File: src/rtl/rom_fill_responder.sv
// Line-fill responder: streams one 32-word program-ROM line into the cache RAM.
// Optional macro CRITICAL_WORD_FIRST_EN starts the stream at fill_word instead of offset 0.
module rom_fill_responder #(
    parameter int unsigned DATA_WIDTH  = 8,
    parameter int unsigned WAIT_STATES = 0
) (
    input  logic                  clk,
    input  logic                  sync_reset,
    input  logic                  fill_req,
    input  logic [2:0]            fill_tag,
    input  logic [4:0]            fill_word,
    output logic [7:0]            rom_address,
    input  logic [DATA_WIDTH-1:0] rom_data,
    output logic                  cache_wren,
    output logic [4:0]            cache_wroffset,
    output logic [DATA_WIDTH-1:0] cache_wrdata,
    output logic                  fill_busy,
    output logic                  fill_done
);

    localparam logic [1:0] LAST_WAIT  = 2'(WAIT_STATES);
    localparam logic [5:0] LINE_WORDS = 6'd32;

    typedef enum logic [1:0] {
        ST_IDLE,
        ST_ADDR,
        ST_DONE
    } state_t;

    state_t     r_state, w_state_nxt;
    logic [2:0] r_tag, w_tag_nxt;
    logic [4:0] r_addr_cnt, w_addr_cnt_nxt;
    logic [4:0] r_wr_cnt, w_wr_cnt_nxt;
    logic [5:0] r_issued, w_issued_nxt;
    logic [5:0] r_written, w_written_nxt;
    logic [1:0] r_wait, w_wait_nxt;
    logic [7:0] r_rom_address, w_rom_address_nxt;
    logic       r_wren, w_wren_nxt;
    logic [4:0] r_wroffset, w_wroffset_nxt;
    logic       r_busy, w_busy_nxt;
    logic       r_done, w_done_nxt;

    logic [4:0] w_start;
    logic       w_trigger;
    logic       w_issue;

`ifdef CRITICAL_WORD_FIRST_EN
    assign w_start = fill_word;
`else
    logic w_unused_fill_word;
    assign w_start            = 5'd0;
    assign w_unused_fill_word = ^fill_word;
`endif

    // End of an address hold: its ROM word is valid next cycle, so write it then.
    assign w_trigger = (r_state == ST_ADDR) && (r_wait == LAST_WAIT) && (r_written != LINE_WORDS);
    assign w_issue   = w_trigger && (r_issued != LINE_WORDS);

    always_ff @(posedge clk) begin
        if (sync_reset) r_state <= ST_IDLE;
        else            r_state <= w_state_nxt;
    end

    always_comb begin
        w_state_nxt = r_state;
        case (r_state)
            ST_IDLE: if (fill_req) w_state_nxt = ST_ADDR;
            ST_ADDR: if (r_written == LINE_WORDS) w_state_nxt = ST_DONE;
            ST_DONE: w_state_nxt = ST_IDLE;
            default: w_state_nxt = ST_IDLE;
        endcase
    end

    always_comb begin
        w_tag_nxt         = r_tag;
        w_addr_cnt_nxt    = r_addr_cnt;
        w_wr_cnt_nxt      = r_wr_cnt;
        w_issued_nxt      = r_issued;
        w_written_nxt     = r_written;
        w_wait_nxt        = r_wait;
        w_rom_address_nxt = r_rom_address;
        w_wren_nxt        = 1'b0;
        w_wroffset_nxt    = r_wroffset;
        w_busy_nxt        = r_busy;
        w_done_nxt        = 1'b0;
        case (r_state)
            ST_IDLE: begin
                if (fill_req) begin
                    w_tag_nxt         = fill_tag;
                    w_addr_cnt_nxt    = w_start;
                    w_wr_cnt_nxt      = w_start;
                    w_issued_nxt      = 6'd1;
                    w_written_nxt     = 6'd0;
                    w_wait_nxt        = 2'd0;
                    w_rom_address_nxt = {fill_tag, w_start};
                    w_busy_nxt        = 1'b1;
                end
            end
            ST_ADDR: begin
                w_wait_nxt = (r_wait == LAST_WAIT) ? 2'd0 : r_wait + 2'd1;
                if (w_trigger) begin
                    w_wren_nxt     = 1'b1;
                    w_wroffset_nxt = r_wr_cnt;
                    w_wr_cnt_nxt   = r_wr_cnt + 5'd1;
                    w_written_nxt  = r_written + 6'd1;
                end
                if (w_issue) begin
                    w_addr_cnt_nxt    = r_addr_cnt + 5'd1;
                    w_rom_address_nxt = {r_tag, r_addr_cnt + 5'd1};
                    w_issued_nxt      = r_issued + 6'd1;
                end
                if (r_written == LINE_WORDS) begin
                    w_busy_nxt = 1'b0;
                    w_done_nxt = 1'b1;
                end
            end
            ST_DONE: w_busy_nxt = 1'b0;
            default: w_busy_nxt = 1'b0;
        endcase
    end

    always_ff @(posedge clk) begin
        if (sync_reset) begin
            r_tag         <= 3'd0;
            r_addr_cnt    <= 5'd0;
            r_wr_cnt      <= 5'd0;
            r_issued      <= 6'd0;
            r_written     <= 6'd0;
            r_wait        <= 2'd0;
            r_rom_address <= 8'd0;
            r_wren        <= 1'b0;
            r_wroffset    <= 5'd0;
            r_busy        <= 1'b0;
            r_done        <= 1'b0;
        end else begin
            r_tag         <= w_tag_nxt;
            r_addr_cnt    <= w_addr_cnt_nxt;
            r_wr_cnt      <= w_wr_cnt_nxt;
            r_issued      <= w_issued_nxt;
            r_written     <= w_written_nxt;
            r_wait        <= w_wait_nxt;
            r_rom_address <= w_rom_address_nxt;
            r_wren        <= w_wren_nxt;
            r_wroffset    <= w_wroffset_nxt;
            r_busy        <= w_busy_nxt;
            r_done        <= w_done_nxt;
        end
    end

    assign rom_address    = r_rom_address;
    assign cache_wren     = r_wren;
    assign cache_wroffset = r_wroffset;
    assign cache_wrdata   = rom_data;
    assign fill_busy      = r_busy;
    assign fill_done      = r_done;

endmodule

File: config.mk
export PLATFORM = sky130hd
export DESIGN_NAME = rom_fill_responder
export DESIGN_NICKNAME = d
export VERILOG_FILES = /design/src/rtl/rom_fill_responder.sv
export SDC_FILE = /design/constraint.sdc
export NUM_CORES = 1
export LEC_CHECK = 0
export CORE_MARGIN = 2
export CORE_UTILIZATION = 45
export DETAILED_ROUTE_END_ITERATION = 7
export PLACE_DENSITY = 0.73
export SKIP_CTS_REPAIR_TIMING = 1
export SLEW_MARGIN = 20
export SYNTH_ARGS = -nofsm -noshare
export SYNTH_HDL_FRONTEND = slang
export SYNTH_SLANG_ARGS = --single-unit
File: constraint.sdc
create_clock -name clk -period 4.9 [get_ports clk]
set_input_delay 0.735 -clock clk [delete_from_list [all_inputs] [get_ports clk]]
set_output_delay 0.735 -clock clk [all_outputs]
set_load 0.03 [all_outputs]
=== Word level (Yosys, flattened, before mapping) ===
Cells that the tools add are included.

* Add/subtract/negate cells: 5
* Multiply operators: 0
* Div/mod/pow operators: 0
* $lt $le $gt $ge: 0
* Equal/unequal tests: 8
* Shift-type cells: 0
* Muxes and demuxes: 25
* Bitwise logic cells: 1
* Reduce and logical (&&, ||, !) cells: 13

{| class="wikitable"
|+ Operators by type and width
! kind !! number
|-
| two-way mux 6 bit || 4
|-
| case mux 6 bit (2 select lines) || 2
|-
| case mux 5 bit (2 select lines) || 2
|-
| two-way mux 8 bit || 2
|-
| case mux 8 bit (2 select lines) || 1
|-
| two-way mux 5 bit || 3
|-
| adder 6 x 1 -> 6 bit (second input constant) || 2
|-
| inequality test 6 bit (second input constant) || 2
|-
| adder 5 x 1 -> 5 bit (second input constant) || 2
|-
| two-way mux 2 bit || 4
|-
| case mux 2 bit (2 select lines) || 2
|-
| AND reduction 2 bit || 4
|-
| == test 6 bit (second input constant) || 1
|-
| inequality test 2 bit (second input constant) || 3
|-
| AND reduction 3 bit || 2
|-
| logical NOT 2 bit || 2
|-
| two-way mux 1 bit || 4
|-
| logical AND 1 bit || 3
|-
| adder 2 x 1 -> 2 bit (second input constant) || 1
|-
| == test 2 x 1 -> 1 bit (second input constant) || 1
|-
| inequality test 2 x 1 -> 1 bit (second input constant) || 1
|-
| case mux 1 bit (2 select lines) || 1
|-
| nonzero test 2 bit || 1
|-
| OR reduction 2 bit || 1
|-
| inverter 1 bit || 1
|}

* Flip-flop bits (word level): 45
* Bits in latches: 0
* Bits in writable memories: 0
* Bits in read-only memories: 0
* Input bits: 19
* Output and inout bits: 24
* Word-level logic and storage cells: 64
* Memories: 0

=== Longest topological paths before layout ===
Gate-level depths: netlist of run 1.

* Depth in word-level cells: 6
* Depth in mapped cells: 8
* Depth with buffers taken out: 6

=== Least setup slack after synthesis of run 1 ===
Ideal clock, no wire load.

* Kind: input-to-reg
* From: input fill_req
* To: register r_issued[1]
* Setup time: 132 ps
* Arrival: 1752 ps
* Required time: 4768 ps
* Path slack: 3016 ps
* Cell stages on the path: 5
* Buffers on the path: 2
* Path through: or3b_2 clkbuf_1 clkbuf_1 o211ai_1 a21oi_1

* Word-level cells in the longest chain between the ends: 2

{| class="wikitable"
|+ RTL lines
! item !! RTL line !! text
|-
| start, declared || 9 || <nowiki>input logic fill_req,</nowiki>
|-
| inequality test 2 bit (no line) || n/a ||
|-
| AND reduction 3 bit (no line) || n/a ||
|-
| end signal, assigned || 139 || <nowiki>r_issued <= w_issued_nxt;</nowiki>
|-
| end, declared || 34 || <nowiki>logic [5:0] r_issued, w_issued_nxt;</nowiki>
|}

No other way between the ends.
A chain may end at the register's enable or synchronous reset.

=== Worst setup path after layout of run 1 ===
* From: register r_written[0]
* To: register r_written[4]

* Word-level cells in the longest chain between the ends: 4
* Elaborated cells between the ends (all ways): 7
* Classes of those cells: add/sub: 1; eq/ne: 2; mux: 2; reduce/logical: 2

{| class="wikitable"
|+ RTL lines
! item !! RTL line !! text
|-
| start, declared || 35 || <nowiki>logic [5:0] r_written, w_written_nxt;</nowiki>
|-
| start signal, assigned || 140 || <nowiki>r_written <= w_written_nxt;</nowiki>
|-
| parallel branches: the longest is 4 deep, another holds adder 6 x 1 -> 6 bit || n/a ||
|}

Parallel ways; which one is timed is not known. The select of a mux whose other input is x is not followed.

==> results of run 1 <==
-- metrics by stage --
stage	util	hold slack [ns]	std cells	power (mW)	worst slack [ns]
2_1_floorplan	-	0.437	223	0.428	3.02
3_3_place_gp	0.513	0.443	273	0.442	2.48
3_5_place_dp	0.515	0.448	273	0.444	2.47
4_1_cts	0.543	0.459	281	0.713	2.72
5_1_grt	0.543	0.480	281	0.737	2.51
6_report	0.543	0.458	281	0.709	2.69
-- per-layer routing --
layer	vias up	wire length (um)	track usage
met3	6	222	0.0509
met5	-	0	0
met4	0	40	0.0662
li1	830	-	-
met2	36	1920	0.295
met1	790	1990	0.238
-- registers in the layout (all words and copies together) (netlist names) --
signal and cells:
r_issued 6, r_tag 3, r_state 2, r_written 6
cache_wren 1, r_wr_cnt 5, fill_done 1, rom_address 4
cache_wroffset 5, r_wait 2, fill_busy 1, r_addr_cnt 4
-- path summary, 6_finish.rpt --
check / from / endpoint / slack [ns]
max: r_written[0] / r_written[4] / 2.69
min: r_tag[1] / r_tag[1] / 0.46
max reg2reg: r_written[0] / r_written[4] / 2.69
min reg2reg: r_tag[1] / r_tag[1] / 0.46
-- cell type report --
class | count | share of cell area
multi-input cells | 154 | 0.449
flip-flops and latches | 40 | 0.361
repair buffers | 23 | 0.102
clock buffers | 5 | 0.0310
well taps | 50 | 0.0282
clock inverters | 3 | 0.0192
inverters | 6 | 0.0102
-- cell families (layout without fill, tap and decap cells) --
kind of cell / Yosys count / after routing / share of synthesized area
AO/OA/AOI/OAI: 64 / 64 / 0.230
adder cells (fa/ha/maj): 8 / 8 / 0.0514
buffers and inverters: 29 / 37 / 0.0810
flip-flops: 40 / 40 / 0.412
AND/OR/NAND/NOR: 82 / 82 / 0.226
-- critical path, cell delays in order, from the launching register on --
cell      delay [ns]
dfxtp_1         0.36
inv_1           0.09
ha_1            0.14
nor4b_4         0.33
a21bo_1         0.66
nand2_4         0.18
a311oi_1        0.35
-- where the power goes --
part,total [mW],leakage [nW],switching [mW],internal (mW)
logic,0.0921,0.357,0.0595,0.0326
clock network,0.272,0.0541,0.121,0.151
registers,0.344,0.325,0.00903,0.335
-- cell usage in the layout (no fill, tap or decap), drive strengths merged, types with 5 or more instances in the layout --
cell type	n
dfxtp	40
nand2	35
clkdlybuf4s50	21
a21oi	20
nand3	19
a311oi	9
a211oi	8
ha	8
inv	6
a41oi	6
a31oi	6
o211ai	6
clkbuf	5
==> results by group, run 1 <==
Floorplanning
  • FP Rows: 23
  • Die height: 69.8 um
  • Initial Util: 0.476
  • I/O Pins: 43
  • Overall die width: 69.8 um
  • Die ar.: 4870 um^2
  • Core area: 4090 um^2

Worst setup path
  • Critical path arrival: 2.40 ns
  • CP Class: flip-flop to flip-flop
  • Endpoint class of the critical path: flip-flop
  • Critical path peak fanout: 21
  • Req. time, crit path: 5.09 ns
  • R2R depth: 6
  • Startpoint Class: flip-flop

Run
  • Max_cap viols: 0

Detailed routing
  • Vias/cell: 5.91
  • First-pass DRT Iterations: 4
  • DRT antenna net count: 0
  • Initial DRC Count: 147
  • Overall via count from detail_route: 1662
  • Final Routed Wirelength: 4.17 mm
  • # DRC: 0
  • WL per Instance: 14.8 um

Synthesis
  • Area contributors post-synth: dfxtp_1 41%, nand2_1 6.6%, a21oi_1 5.1%
  • Sequential area share after synthesis: 0.412
  • Synthesized cell area: 1950 um^2
  • Synthesis warning total: 0
  • Post-Syn Instances: 223
  • Dominant cell type by area after synthesis: dfxtp_1
  • Primary FF master, synth: dfxtp_1
  • Synthesized net count: 250
  • Synth Register Bits: 40
  • Count leader, synth: dfxtp_1
  • Commonest cells in the netlist: 40 x dfxtp_1, 34 x nand2_1, 20 x a21oi_1
  • Number of flops mapped to enable cells by yosys: 0
  • Number of distinct library cells after synthesis: 38
  • Fraction of registers with async set/reset: 0
  • Syn avg cell area: 8.72 um^2
  • Synth top area share: 0.412

Global route
  • Initial antenna violation count: 0
  • Pin count of the biggest net entering global routing: 42
  • Congestion Overflow GR: 0
  • Total GRT Usage: 0.184
  • Vias in the first global route: 1585
  • First-pass GRT wire length: 7.31 mm

Run status
  • Status: complete, no violations

Timing
  • RSZ-0062 raised after global routing: no
  • Peak Freq: 0.453 GHz
  • Setup TNS Final: 0 ns
  • Fin crit share: 0.450
  • Final Max Tran Viols: 0
  • Measured slew at the worst slew-check pin: 0.754 ns
  • Final setup fails: 0
  • Clock Skew: 0.00601 ns
  • Post-route minimum period: 2.21 ns
  • Slew margin rel.: 0.496
  • Final Hold Vio Count: 0

Placement
  • Cell Area, Placed: 2110 um^2
  • I/O Buffers: 21
  • Gpl congestion: 0.783
  • DP HPWL: 2.53 mm

Layout
  • Multi-input logic area: 995 um^2
  • Layout area overhead: 14.0%
  • Share of layout cells above drive strength 1: 0.0823
  • Final nets: 257
  • FF/Latch Area: 801 um^2
  • Diode count: 0
  • Fillcell total: 377
  • Cell area after layout: 2220 um^2

Clock network
  • Root Buffer: clkbuf_8
  • Total CTS buffers: 5
  • H-tree levels: 2
  • Clock buffer depth: 2
  • Clock transition at path regs: 0.08 ns
  • Num Clock Sinks: 40
  • CTS tree: done
  • Clk_lat worst skew: 0.29 ns

Min path
  • Hold Path Class: flip-flop to flip-flop
  • Hold Path Depth: 2

Power
  • Peak supply drop: 153 uV
  • Leakage power: 0.736 nW
  • PD cells: 320 nW/um^2
Note: power is estimated with default switching activity, not from simulation.
==> inputs of run 2 (changes only) <==
- PLACE_DENSITY: 0.73 -> 0.76
- clock period: 4.9 -> 2 ns (I/O delays scaled with it)
==> results by group, run 2 (synthesis results as in run 1) <==
Clock network
  • H-tree levels: 2 (unchanged)
  • Total CTS buffers: 5 (unchanged)
  • Clock transition at path regs: 0.08 ns (about the same)
  • Clock buffer depth: 2 (unchanged)
  • Clk_lat worst skew: 0.30 ns (about the same)
  • CTS tree: done
  • Num Clock Sinks: 40 (unchanged)
  • Root Buffer: clkbuf_8

Detailed routing
  • Final Routed Wirelength: 4.32 mm (+3.6%)
  • Initial DRC Count: 81 (-45%)
  • DRT antenna net count: 0 (unchanged)
  • Vias/cell: 5.80 (-1.9%)
  • First-pass DRT Iterations: 4 (unchanged)
  • Overall via count from detail_route: 1677 (+0.90%)
  • # DRC: 0 (unchanged)
  • WL per Instance: 15.0 um (+0.73%)

Timing
  • Post-route minimum period: 1.86 ns (-0.348 ns)
  • Measured slew at the worst slew-check pin: 0.564 ns (-0.190 ns)
  • Fin crit share: 0.929 (+0.479)
  • Final Hold Vio Count: 0 (unchanged)
  • Final setup fails: 0 (unchanged)
  • Slew margin rel.: 0.624 (+0.128)
  • Peak Freq: 0.538 GHz (+19%)
  • Clock Skew: 0.00863 ns (+0.00262 ns)
  • Final Max Tran Viols: 0 (unchanged)
  • RSZ-0062 raised after global routing: no
  • Setup ws final: 0.141 ns (-2.55 ns)
  • Setup TNS Final: 0 ns (unchanged)
  • Min Hold Slack: 0.457 ns (-0.00137 ns)

Power
  • Switch Pwr: 0.480 mW (+150%)
  • Leakage power: 0.784 nW (+6.5%)
  • Cell Int Power: 1.33 mW (+160%)
  • Comb pwr share: 0.139 (+0.009)
  • Design Power: 1.81 mW (+160%)
  • Peak supply drop: 392 uV (+160%)
  • Clock power share: 0.395 (+0.011)
  • Switching share of power: 0.265 (-0.00258)
  • PD cells: 785 nW/um^2 (+150%)
  • Seq pwr share: 0.467 (-0.019)

Run status
  • Status: complete, no violations

Worst setup path
  • Worst path max stage delay: 0.50 ns (-0.16 ns)
  • Startpoint Class: flip-flop
  • Endpoint class of the critical path: flip-flop
  • Req. time, crit path: 2.24 ns (-2.85 ns)
  • CP Class: flip-flop to flip-flop
  • Top Family by Delay on Critical Path: simple AND/OR/NAND/NOR gates
  • Worst-path cell chain: inv_1 > ha_1 > nor4b_4 > a21bo_4 > or4_1 > a31oi_1
  • Critical path's slowest cell: or4_1
  • Critical path peak fanout: 9 (-57%)
  • Worst path buffer plus inverter count: 1 (unchanged)
  • Critical path arrival: 2.09 ns (-0.31 ns)

Layout
  • Share of layout cells above drive strength 1: 0.121 (+0.0391)
  • Fillcell total: 371 (-1.6%)
  • Diode count: 0 (unchanged)
  • Layout area overhead: 18.5%
  • FF/Latch Area: 801 um^2 (unchanged)
  • Most frequent cells in the layout: 40 x dfxtp_1, 34 x nand2_1, 21 x clkdlybuf4s50_1
  • Commonest non-fill, non-tap cell in the layout: dfxtp_1
  • Top flop regs: r_issued: 6 flops, r_written: 6 flops
  • Final nets: 265 (+3.1%)
  • Multi-input logic area: 1000 um^2 (+0.50%)
  • Fin util: 0.564 (+0.0214)

Global route
  • Vias in the first global route: 1523 (-3.9%)
  • Initial antenna violation count: 0 (unchanged)
  • First-pass GRT wire length: 7.40 mm (+1.2%)
  • Pin count of the biggest net entering global routing: 30 (-29%)
  • Total GRT Usage: 0.188 (+0.00362)
  • Congestion Overflow GR: 0 (unchanged)

Placement
  • Pre-CTS setup slack: 0.0529 ns (-2.42 ns)
  • I/O Buffers: 21 (unchanged)
  • DP HPWL: 2.81 mm (+11%)
  • Gpl congestion: 0.738 (-5.8%)

Run
  • Max_cap viols: 0 (unchanged)

Floorplanning
  • I/O Pins: 43 (unchanged)
  • Overall die width: 69.8 um (unchanged)
  • FP Rows: 23 (unchanged)
  • Initial Util: 0.476 (unchanged)
  • Die height: 69.8 um (unchanged)
  • Core area: 4090 um^2 (unchanged)
  • Die ar.: 4870 um^2 (unchanged)

Min path
  • Hold Path Class: flip-flop to flip-flop
## run 2: metrics by stage
step | cells | area [um^2]
6_report | 289 | 2300
2_1_floorplan | 223 | 1950
3_3_place_gp | 281 | 2170
5_1_grt | 289 | 2300
4_1_cts | 289 | 2290
3_5_place_dp | 281 | 2170
## run 2: final timing paths
check	start	endpoint	slack, ns	depth (start not counted)
hold / removal	r_tag[2]	r_tag[2]	0.46	2
setup reg to reg	r_written[0]	rom_address[4]	0.14	6
hold reg to reg	r_tag[2]	r_tag[2]	0.46	2
setup / recovery	r_written[0]	rom_address[4]	0.14	6
## run 2: final cells by class
type,count,area share
multi-input combinational,154,0.434
sequential,40,0.347
timing repair buffer,31,0.129
clock buffer,6,0.0358
tap,50,0.0271
clock inverter,2,0.0168
inverter,6,0.00977
## run 2: per-layer routing
layer | part of all wire | vias up | track usage | wire [um]
li1 | - | 846 | - | -
met1 | 0.47 | 782 | 0.247 | 2040
met3 | 0.044 | 9 | 0.0407 | 189
met2 | 0.46 | 40 | 0.291 | 2000
met4 | 0.022 | 0 | 0.0940 | 93
met5 | 0 | - | 0 | 0
## run 2: power groups by stage
stage | sequential, mW | combinational, mW | clock (mW)
after floorplan | 0.883 | 0.164 | 0
after global placement | 0.862 | 0.242 | 0
after detailed placement | 0.862 | 0.247 | 0
after CTS | 0.843 | 0.248 | 0.725
after global routing | 0.848 | 0.273 | 0.760
final | 0.844 | 0.251 | 0.714
## run 2: worst min-delay path: stages, from the launching register on
cell     delay, ns
dfxtp_1       0.31
nand2_1       0.05
a21oi_1       0.05
